<file path="config.mk">
export PLATFORM = sky130hd
export DESIGN_NAME = morse_char_decoder
export DESIGN_NICKNAME = d
export VERILOG_FILES = /design/src/rtl/morse_char_decoder_pkg.sv /design/src/rtl/morse_char_fifo.sv /design/src/rtl/morse_char_decoder.sv
export SDC_FILE = /design/constraint.sdc
export NUM_CORES = 1
export LEC_CHECK = 0
export CELL_PAD_IN_SITES_DETAIL_PLACEMENT = 1
export CELL_PAD_IN_SITES_GLOBAL_PLACEMENT = 1
export CORE_ASPECT_RATIO = 2
export CORE_MARGIN = 2
export CORE_UTILIZATION = 45
export CTS_CLUSTER_SIZE = 30
export DETAILED_ROUTE_END_ITERATION = 6
export PLACE_DENSITY_LB_ADDON = 0.1
export REMOVE_ABC_BUFFERS = 1
export SLEW_MARGIN = 20
export SYNTH_ARGS = -nofsm -noshare
export SYNTH_HDL_FRONTEND = slang
export SYNTH_SLANG_ARGS = --single-unit
</file>
<file path="constraint.sdc">
create_clock -name clk -period 2.8 [get_ports clk]
set_input_delay 0.28 -clock clk [delete_from_list [all_inputs] [get_ports clk]]
set_output_delay 0.28 -clock clk [all_outputs]
set_load 0.05 [all_outputs]
</file>
<file path="src/rtl/morse_char_decoder_pkg.sv">
// rtl/morse_char_decoder_pkg.sv - shared widths, ASCII codes and S1 stage record for the Morse char decoder
`ifndef MORSE_LEN_W
`define MORSE_LEN_W 3
`endif
`ifndef MAX_MORSE_LEN
`define MAX_MORSE_LEN 6
`endif
`ifndef MORSE_CHAR_W
`define MORSE_CHAR_W 8
`endif
`ifndef ASCII_SPACE
`define ASCII_SPACE 8'h20
`endif
`ifndef ASCII_ERR
`define ASCII_ERR 8'h23
`endif
`ifndef ASCII_UNK
`define ASCII_UNK 8'h2A
`endif

package morse_char_decoder_pkg;
  localparam int LEN_W  = `MORSE_LEN_W;
  localparam int MAX_LEN = `MAX_MORSE_LEN;
  localparam int CHAR_W = `MORSE_CHAR_W;
  localparam int KEY_W  = LEN_W + MAX_LEN;

  localparam logic [CHAR_W-1:0] CODE_SPACE = `ASCII_SPACE;
  localparam logic [CHAR_W-1:0] CODE_ERR   = `ASCII_ERR;
  localparam logic [CHAR_W-1:0] CODE_UNK   = `ASCII_UNK;

  typedef struct packed {
    logic               vld;
    logic [LEN_W-1:0]   len;
    logic [MAX_LEN-1:0] pat;
    logic               err;
    logic               wend;
  } s1_t;

  // Table key: element count followed by the pattern, first element in the MSB.
  function automatic logic [KEY_W-1:0] key(input int l, input int p);
    return {LEN_W'(l), MAX_LEN'(p)};
  endfunction
endpackage

</file>
<file path="src/rtl/morse_char_fifo.sv">
// rtl/morse_char_fifo.sv - first-word fall-through FIFO; RAM array is unreset, pointers and level reset on aclr
module morse_char_fifo #(
  parameter int W     = 8,
  parameter int DEPTH = 16
) (
  input  logic                     clk,
  input  logic                     aclr,
  input  logic                     push,
  input  logic [W-1:0]             din,
  input  logic                     pop,
  output logic [W-1:0]             dout,
  output logic                     empty,
  output logic                     full,
  output logic [$clog2(DEPTH):0]   level
);
  localparam int AW = $clog2(DEPTH);
  localparam logic [AW:0] FULL_LVL = (AW+1)'(DEPTH);

  logic [W-1:0]  mem [DEPTH];
  logic [AW-1:0] wr_ptr;
  logic [AW-1:0] rd_ptr;
  logic          do_push;
  logic          do_pop;

  assign empty   = (level == '0);
  assign full    = (level == FULL_LVL);
  assign do_pop  = pop & ~empty;
  // A full FIFO still takes a write when the head leaves in the same cycle.
  assign do_push = push & (~full | do_pop);
  assign dout    = mem[rd_ptr];

  always_ff @(posedge clk) begin
    if (do_push) mem[wr_ptr] <= din;
  end

  always_ff @(posedge clk or posedge aclr) begin
    if (aclr) begin
      wr_ptr <= '0;
      rd_ptr <= '0;
      level  <= '0;
    end else begin
      if (do_push) wr_ptr <= wr_ptr + 1'b1;
      if (do_pop)  rd_ptr <= rd_ptr + 1'b1;
      case ({do_push, do_pop})
        2'b10:   level <= level + 1'b1;
        2'b01:   level <= level - 1'b1;
        default: level <= level;
      endcase
    end
  end
endmodule

</file>
<file path="src/rtl/morse_char_decoder.sv">
// rtl/morse_char_decoder.sv - two-stage Morse-to-ASCII decode into a FIFO; MORSE_DEC_PUNCT_EN adds punctuation
module morse_char_decoder
  import morse_char_decoder_pkg::*;
#(
  parameter int DEPTH = 16,
  parameter int DEBUG = 0
) (
  input  logic                     clk,
  input  logic                     aclr,
  input  logic                     ce,
  input  logic                     in_stb,
  input  logic [LEN_W-1:0]         in_len,
  input  logic [MAX_LEN-1:0]       in_dits_dahs,
  input  logic                     in_error,
  input  logic                     in_word_end,
  output logic [CHAR_W-1:0]        out_char,
  output logic                     out_valid,
  input  logic                     out_ready,
  output logic [$clog2(DEPTH):0]   fifo_level,
  output logic                     overflow,
  input  logic                     ovf_clr
);
  s1_t               s1;
  logic              s2_vld;
  logic [CHAR_W-1:0] s2_code;
  logic [CHAR_W-1:0] fifo_dout;
  logic              fifo_empty;
  logic              fifo_full;
  logic              push;
  logic              pop;
  logic              drop;

  function automatic logic [CHAR_W-1:0] lookup(input logic [LEN_W-1:0] len,
                                               input logic [MAX_LEN-1:0] pat);
    logic [MAX_LEN-1:0] mask;
    logic [CHAR_W-1:0]  code;
    mask = ~({MAX_LEN{1'b1}} << len);
    code = CODE_UNK;
    case ({len, pat & mask})
      key(2, 'b01):     code = 8'h41;
      key(4, 'b1000):   code = 8'h42;
      key(4, 'b1010):   code = 8'h43;
      key(3, 'b100):    code = 8'h44;
      key(1, 'b0):      code = 8'h45;
      key(4, 'b0010):   code = 8'h46;
      key(3, 'b110):    code = 8'h47;
      key(4, 'b0000):   code = 8'h48;
      key(2, 'b00):     code = 8'h49;
      key(4, 'b0111):   code = 8'h4A;
      key(3, 'b101):    code = 8'h4B;
      key(4, 'b0100):   code = 8'h4C;
      key(2, 'b11):     code = 8'h4D;
      key(2, 'b10):     code = 8'h4E;
      key(3, 'b111):    code = 8'h4F;
      key(4, 'b0110):   code = 8'h50;
      key(4, 'b1101):   code = 8'h51;
      key(3, 'b010):    code = 8'h52;
      key(3, 'b000):    code = 8'h53;
      key(1, 'b1):      code = 8'h54;
      key(3, 'b001):    code = 8'h55;
      key(4, 'b0001):   code = 8'h56;
      key(3, 'b011):    code = 8'h57;
      key(4, 'b1001):   code = 8'h58;
      key(4, 'b1011):   code = 8'h59;
      key(4, 'b1100):   code = 8'h5A;
      key(5, 'b11111):  code = 8'h30;
      key(5, 'b01111):  code = 8'h31;
      key(5, 'b00111):  code = 8'h32;
      key(5, 'b00011):  code = 8'h33;
      key(5, 'b00001):  code = 8'h34;
      key(5, 'b00000):  code = 8'h35;
      key(5, 'b10000):  code = 8'h36;
      key(5, 'b11000):  code = 8'h37;
      key(5, 'b11100):  code = 8'h38;
      key(5, 'b11110):  code = 8'h39;
`ifdef MORSE_DEC_PUNCT_EN
      key(6, 'b010101): code = 8'h2E;
      key(6, 'b110011): code = 8'h2C;
      key(6, 'b001100): code = 8'h3F;
      key(5, 'b10010):  code = 8'h2F;
      key(5, 'b10001):  code = 8'h3D;
      key(6, 'b100001): code = 8'h2D;
      key(5, 'b10110):  code = 8'h28;
      key(6, 'b101101): code = 8'h29;
`endif
      default:          code = CODE_UNK;
    endcase
    return code;
  endfunction

  function automatic logic [CHAR_W-1:0] decode(input s1_t s);
    if (s.wend)                                         return CODE_SPACE;
    else if (s.err)                                     return CODE_ERR;
    else if (s.len == '0 || s.len > LEN_W'(MAX_LEN))    return CODE_UNK;
    else                                                return lookup(s.len, s.pat);
  endfunction

  always_ff @(posedge clk or posedge aclr) begin
    if (aclr) begin
      s1      <= '0;
      s2_vld  <= 1'b0;
      s2_code <= '0;
    end else if (ce) begin
      s1.vld <= in_stb;
      if (in_stb) begin
        s1.len  <= in_len;
        s1.pat  <= in_dits_dahs;
        s1.err  <= in_error;
        s1.wend <= in_word_end;
      end
      s2_vld  <= s1.vld;
      s2_code <= decode(s1);
    end
  end

  assign push = ce & s2_vld;
  assign pop  = out_valid & out_ready;
  assign drop = push & fifo_full & ~pop;

  always_ff @(posedge clk or posedge aclr) begin
    if (aclr)         overflow <= 1'b0;
    else if (drop)    overflow <= 1'b1;
    else if (ovf_clr) overflow <= 1'b0;
  end

  morse_char_fifo #(.W(CHAR_W), .DEPTH(DEPTH)) u_fifo (
    .clk   (clk),
    .aclr  (aclr),
    .push  (push),
    .din   (s2_code),
    .pop   (pop),
    .dout  (fifo_dout),
    .empty (fifo_empty),
    .full  (fifo_full),
    .level (fifo_level)
  );

  assign out_valid = ~fifo_empty;
  // Unreset RAM must not leak onto the port while empty.
  assign out_char  = out_valid ? fifo_dout : '0;

  if (DEBUG != 0) begin : g_debug_trace
  end
endmodule
</file>
==> tab_implementation.tex <==
\begin{tabular}{lr}
\hline
Metric & Value \\
\hline
\multicolumn{2}{l}{\textbf{Synthesis}} \\
\quad Async set-or-reset flop fraction in the synthesized netlist & a little under a quarter \\
\quad Synth cell types & slightly above 50 \\
\quad Yosys top cell area share & between 50\% and 60\% \\
\quad Area of the mapped netlist & between 6000 and 7000 um\^{}2 \\
\quad Register area share after synthesis & between 60\% and 70\% \\
\quad Post-Syn Instances & approximately 430 \\
\quad Count of state elements after synthesis & 145 \\
\quad Count of yosys warnings during synthesis & 0 \\
\quad Number of flops mapped to enable cells by yosys & roughly 110 \\
\quad Synth area leader & edfxtp\_1 \\
\quad Average cell area after synthesis & around 15 um\^{}2 \\
\quad Cell types occupying the most area after synthesis & edfxtp\_1 (51\%), dfrtp\_1 (13\%), mux4\_2 (12\%) \\
\quad Flip-flop cell with the highest count after synthesis & edfxtp\_1 \\
\multicolumn{2}{l}{\textbf{Global route}} \\
\quad Number of global-route vias before repair & approximately 4500 \\
\quad Global-route usage over all layers & a little under a quarter \\
\quad Remaining global-route overflow & 0 \\
\quad First-pass GRT wire length & between 20000 and 30000 um \\
\quad Maximum number of pins on one net before global-route repair & 32 \\
\quad Number of antenna violations at the first check in global routing & 0 \\
\multicolumn{2}{l}{\textbf{Routing}} \\
\quad Average wire per cell in the routed design & between 20 and 25 um \\
\quad Vias post-DR & about 4000 \\
\quad Total detailed-routing wirelength & around 16000 um \\
\quad DRC violations left & 0 \\
\quad Avg Vias per Cell & 5.652 \\
\quad Total iterations of the first detailed-routing run & 4 \\
\quad Detailed Route Iter0 Violations & just over 200 \\
\quad Antenna viol nets, final & 0 \\
\multicolumn{2}{l}{\textbf{Setup path}} \\
\quad Register-to-Register Setup Slack & approximately 0.27 ns \\
\quad Startpoint class of the critical path & flop \\
\quad Kind of end point of the critical path & primary output \\
\quad Cell type of the slowest stage on the worst timing path & dfrtp\_2 \\
\quad Cell breakdown of the critical path & buf\_12, buf\_16, mux4\_2, mux4\_2, and2\_4, buf\_8 \\
\quad Critical-path maximum fanout & 5 \\
\quad Most common cell on crit path & mux4\_2 \\
\quad Data required, critical path & about 2.5 ns \\
\quad Classification of the worst setup path & reg -> out \\
\quad Critical path's largest stage delay & about 0.53 ns \\
\quad Worst Path Arrival & about 2.6 ns \\
\quad Depth of the most critical reg-to-reg path & 7 \\
\multicolumn{2}{l}{\textbf{Pwr}} \\
\quad Net switching power figure & around 2.8 mW \\
\quad Power density over the cells & about 1100 nW/um\^{}2 \\
\quad Portion of total power attributed to the clock network & about 28\% \\
\quad Logic gate share of total power & 36.8\% \\
\quad Internal power summed over all cells & roughly 5.7 mW \\
\quad Switching part of the total & between 30\% and 40\% \\
\quad Register share of total power & 35.3\% \\
\quad Leakage & roughly 2.9 nW \\
\quad Maximum ir drop on the vdd rail & between 0.5 and 0.6 mV \\
\multicolumn{2}{l}{\textbf{Final layout}} \\
\quad Area taken by flip-flops and latches & between 4000 and 5000 um\^{}2 \\
\quad Area of the multi-input gates & about 2200 um\^{}2 \\
\quad Antenna Diode Count & 0 \\
\quad Area Overhead vs Synth & 21.84\% \\
\quad Fraction of final layout cells sized beyond drive strength 1 & roughly a quarter \\
\quad Final-stage net count & $\sim$520 \\
\quad Number of fill cells & between 1000 and 1500 \\
\multicolumn{2}{l}{\textbf{Placement}} \\
\quad Setup Slack @ Placement & 0.3243 ns \\
\quad Weighted congestion reported at the end of routability-driven placement & just over 0.9 \\
\quad Post-detail-place hpwl & approximately 11000 um \\
\quad Port-buffer cells & 29 \\
\multicolumn{2}{l}{\textbf{STA}} \\
\quad Final worst path period need & between 2 and 3 ns \\
\quad Fin worst setup slack & -0.03890 ns \\
\quad Number of setup violations in the final report & 5 \\
\quad Smallest hold slack & between 0.3 and 0.4 ns \\
\quad Unrepaired setup endpoints after global routing & yes \\
\quad Normalized max-slew margin & between 40\% and 50\% \\
\quad Fmax achieved & between 0.3 and 0.4 GHz \\
\quad Number of hold violations in the final report & 0 \\
\quad Total Negative Setup Slacks & -0.08984 ns \\
\quad Share of the cycle needed by the critical path after routing & 101.4\% \\
\quad Number of max-slew violations in the final report & 0 \\
\quad Clk\_skew & $\sim$0.0087 ns \\
\quad Slew @ Worst Pin & a little over 0.8 ns \\
\multicolumn{2}{l}{\textbf{Clock network}} \\
\quad TritonCTS clock tree & yes \\
\quad Root buffer cell & clkbuf\_16 \\
\quad Clock H-tree levels & 4 \\
\quad Clk sinks & around 150 \\
\quad CTS Buffer Depth & 2 \\
\quad Insertion delay to the later sink of the worst-skew pair & roughly 0.42 ns \\
\quad CTS buffer count & 17 \\
\quad Clock transition at the register clock pins on the worst setup and hold paths after CTS & about 0.06 ns \\
\multicolumn{2}{l}{\textbf{Flow run}} \\
\quad Max-cap violations & 0 \\
\multicolumn{2}{l}{\textbf{Floorplanning}} \\
\quad Number of cell rows & 62 \\
\quad Vert. Die Dim & roughly 170 um \\
\quad Die span in x & about 89 um \\
\quad Initial cell density of the core & a little under half \\
\quad Area enclosed by the die boundary & approximately 16000 um\^{}2 \\
\quad CORE AREA & 14270 um\^{}2 \\
\quad Number of top-level pins & 32 \\
\multicolumn{2}{l}{\textbf{Status}} \\
\quad Status & complete, but fails checks \\
\quad Violated checks & setup timing \\
\multicolumn{2}{l}{\textbf{Min path}} \\
\quad Path class of the lowest-slack min-delay path & in -> async \\
\hline
\end{tabular}
==> path summary, 6_finish.rpt <==
kind | from | end
worst max register to register | s1[8] | s2_code[1]
min in group clk | in_dits_dahs[4] | s1[6]
worst min register to register | s1[0] | s1[0]
max in group asynchronous | aclr | s2_code[2]
worst max-delay path | u_fifo.rd_ptr[0] | out_char[4]
worst min-delay path | aclr | u_fifo.level[2]
==> per-layer routing <==
layer,track usage [%],wire length [um],vias to the layer above
li1,-,-,1775
met1,22.57,5291,2043
met2,43.80,9955,71
met3,4.558,318,39
met4,10.51,528,0
met5,0,0,-
==> sequential cells by signal (all words and copies together) (netlist names) <==
signal	flops
overflow	1
u_fifo.level	5
u_fifo.mem	112
s1	11
u_fifo.rd_ptr	4
s2_code	7
s2_vld	1
u_fifo.wr_ptr	4
==> synth_stat cells (10+ instances only) <==
| cell | count |
|---|---|
| edfxtp_1 | 112 |
| mux4_2 | 35 |
| dfrtp_1 | 33 |
| inv_1 | 24 |
| nand2_1 | 23 |
| and2_1 | 17 |
| nor2_1 | 17 |
| buf_2 | 14 |
| a21oi_1 | 13 |
| mux2_2 | 11 |
| nand3_1 | 11 |
| o21ai_0 | 11 |
| nand2b_1 | 10 |
| nor3_1 | 10 |
==> cells in the final DEF (no fill, tap or decap), types with 13 or more instances in the layout <==
cell             count
edfxtp_1           112
mux4_2              35
dfrtp_1             32
buf_4               25
inv_1               24
nand2_1             23
clkdlybuf4s50_1     22
nor2_1              17
clkbuf_16           17
a21oi_1             13
==> cell type report <==
cell class / count / share of cell area, %
multi-input cells: 240 / 27.21
flip-flops and latches: 145 / 52.57
repair buffers: 62 / 8.367
clock inverters: 11 / 2.057
clock buffers: 21 / 5.651
well taps: 192 / 3.014
inverters: 24 / 1.130
==> worst max-delay path: cells and delay by family, from the launching register on <==
kind | cells | cell delay, ns
buffers and inverters | 3 | 0.42
AND/OR/NAND/NOR | 1 | 0.16
flip-flops | 1 | 0.53
multiplexers | 2 | 1.02
==> cells by family after synthesis <==
logic type	count (synthesis)	share of synthesized area, %
AOI/OAI and AO/OA	52	5.203
and+or+nand+nor	118	9.908
other	1	0.05733
xor gates and xnor gates	12	1.607
DFF	145	64.04
buffers and inverters	48	3.080
adders and majority gates	9	1.836
muxes	48	14.27
==> through the flow <==
step / util (%) / total power, mW / instances / cell area, um^2
finish: 55.84 / 8.434 / 695 / 7970
global route: 55.84 / 8.831 / 695 / 7970
CTS: 56.00 / 8.569 / 696 / 7994
detailed placement: 50.19 / 5.688 / 656 / 7164
global placement: 50.19 / 5.606 / 656 / 7164
floorplan: - / 4.746 / 409 / 6430
==> timing repair <==
action                                  in CTS  in global routing
pin swaps                                    7                  0
cloned                                       3                  0
gates resized for setup                     24                  1
endpoints found under the setup margin       7                  7
hold buffers                                 0                  0
buffers inserted                             5                  0
==> power groups by stage <==
stage                     clock network [mW]  logic [mW]  registers (mW)
after floorplan                            0        1.59            3.15
after global placement                     0        2.62            2.99
after detailed placement                   0        2.67            3.02
after CTS                               2.39        3.20            2.98
after global routing                    2.47        3.33            3.03
final                                   2.35        3.10            2.98
(Power assumes the default switching activity.)
